===== src/rtl/armleosoc_axi_simple_initiator.sv =====
// rtl/armleosoc_axi_simple_initiator.sv - single-outstanding AXI4 initiator for one-word commands
module armleosoc_axi_simple_initiator #(
  parameter int ADDR_WIDTH     = 34,
  parameter int ID_WIDTH       = 4,
  parameter int TRANSACTION_ID = 0
) (
  input  logic                  clk,
  input  logic                  rst,

  input  logic                  cmd_valid,
  output logic                  cmd_ready,
  input  logic                  cmd_write,
  input  logic [ADDR_WIDTH-1:0] cmd_address,
  input  logic [31:0]           cmd_write_data,
  input  logic [3:0]            cmd_write_byteenable,

  output logic                  rsp_valid,
  input  logic                  rsp_ready,
  output logic [31:0]           rsp_read_data,
  output logic                  rsp_error,

  output logic                  axi_awvalid,
  input  logic                  axi_awready,
  output logic [ADDR_WIDTH-1:0] axi_awaddr,
  output logic [ID_WIDTH-1:0]   axi_awid,
  output logic [7:0]            axi_awlen,
  output logic [2:0]            axi_awsize,
  output logic [1:0]            axi_awburst,
  output logic [0:0]            axi_awlock,
  output logic [2:0]            axi_awprot,

  output logic                  axi_wvalid,
  input  logic                  axi_wready,
  output logic [31:0]           axi_wdata,
  output logic [3:0]            axi_wstrb,
  output logic                  axi_wlast,

  input  logic                  axi_bvalid,
  output logic                  axi_bready,
  input  logic [1:0]            axi_bresp,
  input  logic [ID_WIDTH-1:0]   axi_bid,

  output logic                  axi_arvalid,
  input  logic                  axi_arready,
  output logic [ADDR_WIDTH-1:0] axi_araddr,
  output logic [ID_WIDTH-1:0]   axi_arid,
  output logic [7:0]            axi_arlen,
  output logic [2:0]            axi_arsize,
  output logic [1:0]            axi_arburst,
  output logic [0:0]            axi_arlock,
  output logic [2:0]            axi_arprot,

  input  logic                  axi_rvalid,
  output logic                  axi_rready,
  input  logic [1:0]            axi_rresp,
  input  logic [ID_WIDTH-1:0]   axi_rid,
  input  logic [31:0]           axi_rdata,
  input  logic                  axi_rlast
);

  localparam int DATA_WIDTH   = 32;
  localparam int DATA_STROBES = DATA_WIDTH / 8;
  localparam logic [ID_WIDTH-1:0] TID = ID_WIDTH'(TRANSACTION_ID);

  typedef enum logic [2:0] {
    IDLE, WRITE, WRITE_RESP, READ_ADDR, READ_DATA, RESPOND
  } state_t;

  state_t                  state, state_next;
  logic                    aw_done, aw_done_next;
  logic                    w_done, w_done_next;
  logic [ADDR_WIDTH-1:0]   addr_q;
  logic [DATA_WIDTH-1:0]   wdata_q;
  logic [DATA_STROBES-1:0] wstrb_q;
  logic [DATA_WIDTH-1:0]   rsp_data_q;
  logic                    rsp_err_q;

  assign axi_awaddr  = addr_q;
  assign axi_awid    = TID;
  assign axi_awlen   = 8'd0;
  assign axi_awsize  = 3'b010;
  assign axi_awburst = 2'b01;
  assign axi_awlock  = 1'b0;
  assign axi_awprot  = 3'b000;
  assign axi_wdata   = wdata_q;
  assign axi_wstrb   = wstrb_q;
  assign axi_wlast   = 1'b1;
  assign axi_araddr  = addr_q;
  assign axi_arid    = TID;
  assign axi_arlen   = 8'd0;
  assign axi_arsize  = 3'b010;
  assign axi_arburst = 2'b01;
  assign axi_arlock  = 1'b0;
  assign axi_arprot  = 3'b000;

  assign rsp_read_data = rsp_data_q;
  assign rsp_error     = rsp_err_q;

  always_ff @(posedge clk or posedge rst) begin
    if (rst) begin
      state   <= IDLE;
      aw_done <= 1'b0;
      w_done  <= 1'b0;
    end else begin
      state   <= state_next;
      aw_done <= aw_done_next;
      w_done  <= w_done_next;
    end
  end

  // Every handshake output is decoded from state so reset clears them asynchronously.
  always_comb begin
    state_next   = state;
    aw_done_next = aw_done;
    w_done_next  = w_done;
    cmd_ready    = 1'b0;
    axi_awvalid  = 1'b0;
    axi_wvalid   = 1'b0;
    axi_bready   = 1'b0;
    axi_arvalid  = 1'b0;
    axi_rready   = 1'b0;
    rsp_valid    = 1'b0;
    case (state)
      IDLE: begin
        cmd_ready = !rst;
        if (cmd_valid && !rst) begin
          aw_done_next = 1'b0;
          w_done_next  = 1'b0;
          state_next   = cmd_write ? WRITE : READ_ADDR;
        end
      end
      WRITE: begin
        axi_awvalid = !aw_done;
        axi_wvalid  = !w_done;
        if (axi_awvalid && axi_awready) aw_done_next = 1'b1;
        if (axi_wvalid && axi_wready) w_done_next = 1'b1;
        if (aw_done_next && w_done_next) state_next = WRITE_RESP;
      end
      WRITE_RESP: begin
        axi_bready = 1'b1;
        if (axi_bvalid) state_next = RESPOND;
      end
      READ_ADDR: begin
        axi_arvalid = 1'b1;
        if (axi_arready) state_next = READ_DATA;
      end
      READ_DATA: begin
        axi_rready = 1'b1;
        if (axi_rvalid) state_next = RESPOND;
      end
      RESPOND: begin
        rsp_valid = 1'b1;
        if (rsp_ready) state_next = IDLE;
      end
      default: state_next = IDLE;
    endcase
  end

  always_ff @(posedge clk or posedge rst) begin
    if (rst) begin
      addr_q     <= '0;
      wdata_q    <= '0;
      wstrb_q    <= '0;
      rsp_data_q <= '0;
      rsp_err_q  <= 1'b0;
    end else begin
      if (cmd_valid && cmd_ready) begin
        addr_q  <= cmd_address;
        wdata_q <= cmd_write_data;
        wstrb_q <= cmd_write_byteenable;
      end
      if (state == WRITE_RESP && axi_bvalid) begin
        rsp_data_q <= '0;
        rsp_err_q  <= (axi_bresp != 2'b00) || (axi_bid != TID);
      end
      if (state == READ_DATA && axi_rvalid) begin
        rsp_data_q <= axi_rdata;
        rsp_err_q  <= (axi_rresp != 2'b00) || (axi_rid != TID) || !axi_rlast;
      end
    end
  end

`ifdef FORMAL
  // Misaligned word addresses are still issued but are a caller protocol violation.
  assert property (@(posedge clk) disable iff (rst)
    (cmd_valid && cmd_ready) |-> (cmd_address[1:0] == 2'b00));
`endif

endmodule


===== config.mk =====
export PLATFORM = sky130hd
export DESIGN_NAME = armleosoc_axi_simple_initiator
export DESIGN_NICKNAME = d
export VERILOG_FILES = /design/src/rtl/armleosoc_axi_simple_initiator.sv
export SDC_FILE = /design/constraint.sdc
export NUM_CORES = 1
export LEC_CHECK = 0
export ABC_CLOCK_PERIOD_IN_PS = 4700
export CORE_AREA = 2 2 121 123
export DETAILED_ROUTE_END_ITERATION = 10
export DIE_AREA = 0 0 123 125
export GPL_ROUTABILITY_DRIVEN = 1
export MAX_ROUTING_LAYER = met4
export PLACE_DENSITY = 0.79
export SYNTH_ARGS = -nofsm -noshare
export SYNTH_HDL_FRONTEND = slang
export SYNTH_SLANG_ARGS = --single-unit

===== constraint.sdc =====
create_clock -name clk -period 4.7 [get_ports clk]
set_input_delay 0.705 -clock clk [delete_from_list [all_inputs] [get_ports clk]]
set_output_delay 0.705 -clock clk [all_outputs]
set_load 0.05 [all_outputs]

Word-level counts from Yosys, hierarchy flattened

Index checks and enable logic that the tools add are counted.

Equality and inequality tests: 11
Mux-type cells: 26
Reduce and logical (&&, ||, !) cells: 23

Operators with widths:

| kind                 | count |
|---|---|
| $mux W32             | 2 |
| $mux W3              | 6 |
| $pmux W3 S6          | 1 |
| $mux W1              | 14 |
| $ne A2 B2 Y1 const B | 6 |
| $reduce_bool A2 Y1   | 4 |
| $reduce_bool A4 Y1   | 2 |
| $logic_and A1 B1 Y1  | 7 |
| $eq A3 B2 Y1 const B | 2 |
| $eq A3 B3 Y1 const B | 2 |
| $reduce_and A6 Y1    | 1 |
| $logic_not A1 Y1     | 4 |
| $pmux W1 S2          | 2 |
| $eq A3 B1 Y1 const B | 1 |
| $logic_not A3 Y1     | 1 |
| $logic_or A1 B1 Y1   | 3 |
| $mux W2              | 1 |
| $reduce_and A2 Y1    | 1 |

Bits in registers: 108
Input bits: 125

Depth between registers and ports, before layout

Word-level depth: 7
Gate-level depth with buffers: 5

Worst setup path before layout

Ideal clock, no wire load.

Kind: input-to-reg
Start: input port rst
End: register wdata_q[0] (netlist: axi_wdata[0])
Setup time: 0.127 ns
Arrival time: 2.496 ns
Setup slack: 2.076 ns
Stages on the path: 5
Cell sequence: nor4_2 -> and2_2 -> buf_12 -> buf_8 -> mux2_1

Longest elaborated chain between the ends: 3

Ends and longest elaborated chain:

| item                              | RTL line | RTL |
|---|---|---|
| from (decl)                       | 8        | `input logic rst,` |
| $logic_not A1 Y1 (no source line) | -        |  |
| $mux W1                           | 123      | `case (state)` |
| $logic_and A1 B1 Y1               | 167      | `if (cmd_valid && cmd_ready) begin` |
| to (signal assigned)              | 169      | `wdata_q <= cmd_write_data;` |
| to (decl)                         | 73       | `logic [DATA_WIDTH-1:0] wdata_q;` |

Every way passes these cells.
A chain may end at the register's enable or synchronous reset.

Final worst setup path

Start: register state[0]
End: output port axi_wvalid

Longest elaborated chain between the ends: 2

Ends and longest elaborated chain:

| item                   | RTL line | RTL |
|---|---|---|
| from (decl)            | 69       | `state_t state, state_next;` |
| from (signal assigned) | 105      | `state <= state_next;` |
| $eq A3 B1 Y1           | 123      |  |
| $mux W1                | 123      |  |
| to (decl)              | 32       | `output logic axi_wvalid,` |

Every way passes these cells.

==> summary.md <==
| Metric | Value |
|---|---|
| Clock-pin slew on the worst setup and hold paths | `0.07 ns` |
| DPL Wire Length | `9520 um` |
| RSZ-0062 raised after global routing | `false` |
| Routed wire length per instance | `between 15 and 20 um` |
| DRT iter0 DRCs | `131` |
| WP data arrival | `2.41 ns` |
| Layout Utilization | `a little over half` |
| Count of cell types in the netlist | `37` |
| Vias per cell | `4.47` |
| Clock Skews | `0.00459 ns` |
| Post-CTS setup buffer count | `0` |
| Fin cells | `768` |
| Drt drc | `0` |
| Sequential Area | `2700 um^2` |
| H-Tree Depth | `3` |
| Antenna violations before repair | `0` |
| Synth Instances | `349` |
| CP Launch Type | `flip-flop` |
| Count of final hold-check violations | `0` |
| Clk root buf | `clkbuf_16` |
| Power Dens Cells | `~850 nW/um^2` |
| Simple-Gate Fraction of Synth Area | `3.38%` |
| Hold-fix buffer count after cts | `0` |
| Synthesized area per cell | `14.5 um^2` |
| IO Pins | `312` |
| Fmax | `roughly 320 MHz` |
| VDD IR max | `0.000327 V` |
| Chip height | `125 um` |
| Drt total wl | `12,600 um` |
| CTS tree | `done` |
| Core area | `14,200 um^2` |
| Worst hold path type | `flip-flop to flip-flop` |
| Largest family of logic cells by synthesized area | `multiplexers` |
| Power Total | `6.57 mW` |
| Filler instances | `1,196` |
| Compound-Gate Fraction of Synth Area | `under 10%` |
| Number of global-route vias before repair | `between 3,000 and 4,000` |
| Crit end category | `output port` |
| Status | `finished, final reports clean` |
| Leak | `~3.4 nW` |
| Global route overflow | `0` |
| Critical-path top delay cell | `clkdlybuf4s50_1` |
| Total global-route track usage | `16.5%` |
| Max-cap violations | `0` |
| Initial Util | `between 30 and 40%` |
| Worst Tran Pin Value | `around 0.96 ns` |
| Post-DP Area | `approximately 7400 um^2` |
| TritonRoute pass-1 iters | `4` |
| Multiplexer share of the synthesized area | `approximately 20%` |
| Family with the most delay on the worst path | `buffers and inverters` |
| Layout area overhead | `52.0%` |
| Via Count | `3,433` |
| First-pass GRT wire length | `about 19,000 um` |
| Yosys warning count | `0` |
| Worst Path Required | `3.99 ns` |
| Final slew viol count | `0` |
| Kind of critical path | `flip-flop to output port` |
| Final setup fails | `0` |
| Slew HR | `36.1%` |
| Setup TNS | `0 ns` |
| Num CTS Buffers | `9` |
| Cells along the critical path | `or3b_2 > nor2_1 > clkdlybuf4s50_1` |
| Routed Antenna Nets | `0` |
| Diode count | `0` |
| Gpl congestion | `0.787` |
| Netlist Area Pre-Place | `5070 um^2` |
| Post-layout nets | `704` |
| Worst path max stage delay | `0.81 ns` |
| Yosys reg bits | `108` |
| Synth Area in XOR/XNOR | `0%` |
| Buf/Inv on CP | `1` |
| Post-route design area | `a little under 8000 um^2` |
| Final min period | `~3.1 ns` |
| Clock Path Buffers | `2` |
| Post-CTS sizing | `0` |
| Area occupied by multi-input gates | `1740 um^2` |
| Largest net degree at the start of global routing | `80` |
| Post-synthesis sequential area ratio | `around 53%` |
| Final worst-path cycle share | `66.3%` |
| Share of post-route cells with drive strength above 1 | `14.9%` |
| Clock sinks | `between 100 and 150` |
| # rows | `44` |
| Skew-Pair Late Insertion Delay | `0.34 ns` |
| Placed cell count | `approximately 750` |
| Chip width | `123 um` |
| I/O Buffers | `~270` |
| Post-Synth Adder-Cell Area | `0%` |
| Worst Path Max Fanout | `15` |
| Die ar. | `15,400 um^2` |
through the flow:
stage / worst slack, ns / hold WS (ns)
global route: 1.50 / 0.513
detailed placement: 1.69 / 0.467
floorplan: 1.15 / 0.485
CTS: 1.58 / 0.496
finish: 1.58 / 0.490
global placement: 1.74 / 0.467
cells in the mapped netlist:
cell / number / share of area, %
nor4bb_1: 1 / 0.20
nand2_1: 2 / 0.15
nor4_2: 1 / 0.25
or3b_2: 1 / 0.17
a22oi_1: 1 / 0.15
or4_1: 1 / 0.15
nor2_1: 5 / 0.37
a21o_1: 1 / 0.15
dfrtp_1: 108 / 53
nand3_1: 1 / 0.099
conb_1: 2 / 0.15
inv_1: 3 / 0.22
buf_12: 7 / 2.8
mux2_1: 12 / 2.7
nor2b_1: 1 / 0.12
a211oi_1: 1 / 0.15
and3b_1: 1 / 0.17
buf_8: 1 / 0.30
clkbuf_1: 2 / 0.15
mux2_4: 60 / 18
o22ai_1: 2 / 0.25
a22o_1: 32 / 5.5
nand3b_1: 1 / 0.15
o32a_1: 1 / 0.20
a311oi_1: 1 / 0.17
a21oi_1: 3 / 0.30
buf_4: 78 / 12
o21ai_1: 1 / 0.099
nor2_2: 1 / 0.12
and2_2: 1 / 0.15
nor4b_1: 1 / 0.17
nand2b_1: 2 / 0.25
nor4_1: 1 / 0.12
and4bb_2: 1 / 0.25
nor3_1: 2 / 0.20
buf_2: 7 / 0.69
nor3b_1: 2 / 0.30
power breakdown:
part / internal, mW / switching [mW]
clock: 0.414 / 0.337
combinational: 1.54 / 2.60
sequential: 1.34 / 0.333
total: 3.30 / 3.27
worst paths after layout:
check | start | end | slack, ns | cells past startpoint
min | rsp_error | rsp_error | 0.49 | 1
max reg2reg | state[1] | axi_araddr[31] | 2.24 | 4
max | state[0] | axi_wvalid | 1.58 | 3
max in group asynchronous | rst | axi_araddr[29] | 2.70 | 3
min in group asynchronous | rst | aw_done | 1.03 | 2
min reg2reg | rsp_error | rsp_error | 0.49 | 1
placed cells by master (no fill, tap or decap), types with 3 or more instances in the layout:
cell type | synthesis | layout
conb_1 | 2 | 43
clkbuf_16 | 0 | 9
dfrtp_1 | 108 | 108
a21oi_1 | 3 | 3
mux2_1 | 12 | 12
a22o_1 | 32 | 32
mux2_4 | 60 | 60
clkdlybuf4s50_1 | 0 | 268
nor2_1 | 5 | 5
buf_4 | 78 | 5
area by class of cell:
class | instances | area share (%)
Sequential cell | 108 | 35.1
Inverter | 3 | 0.179
Clock buffer | 10 | 2.97
Timing Repair Buffer | 273 | 35.3
Clock inverter | 6 | 0.845
Multi-Input combinational cell | 184 | 22.6
Tap cell | 184 | 2.99
metal layers:
metal | routed length, um | track usage [%]
met2 | 6580 | 28.4
met5 | 0 | -
met1 | 4930 | 19.1
met3 | 886 | 3.06
met4 | 210 | 5.48
sequential cells by signal, summed over array words and instances, names as in the netlist:
signal / cells
aw_done: 1
state: 3
w_done: 1
axi_wdata: 32
rsp_read_data: 32
axi_araddr: 34
rsp_error: 1
axi_wstrb: 4
logic make-up after synthesis:
family,after synthesis
flops,108
other cells,2
mux,72
simple gates,26
buf+inv,98
compound gates,43
(Power assumes the default switching activity.)
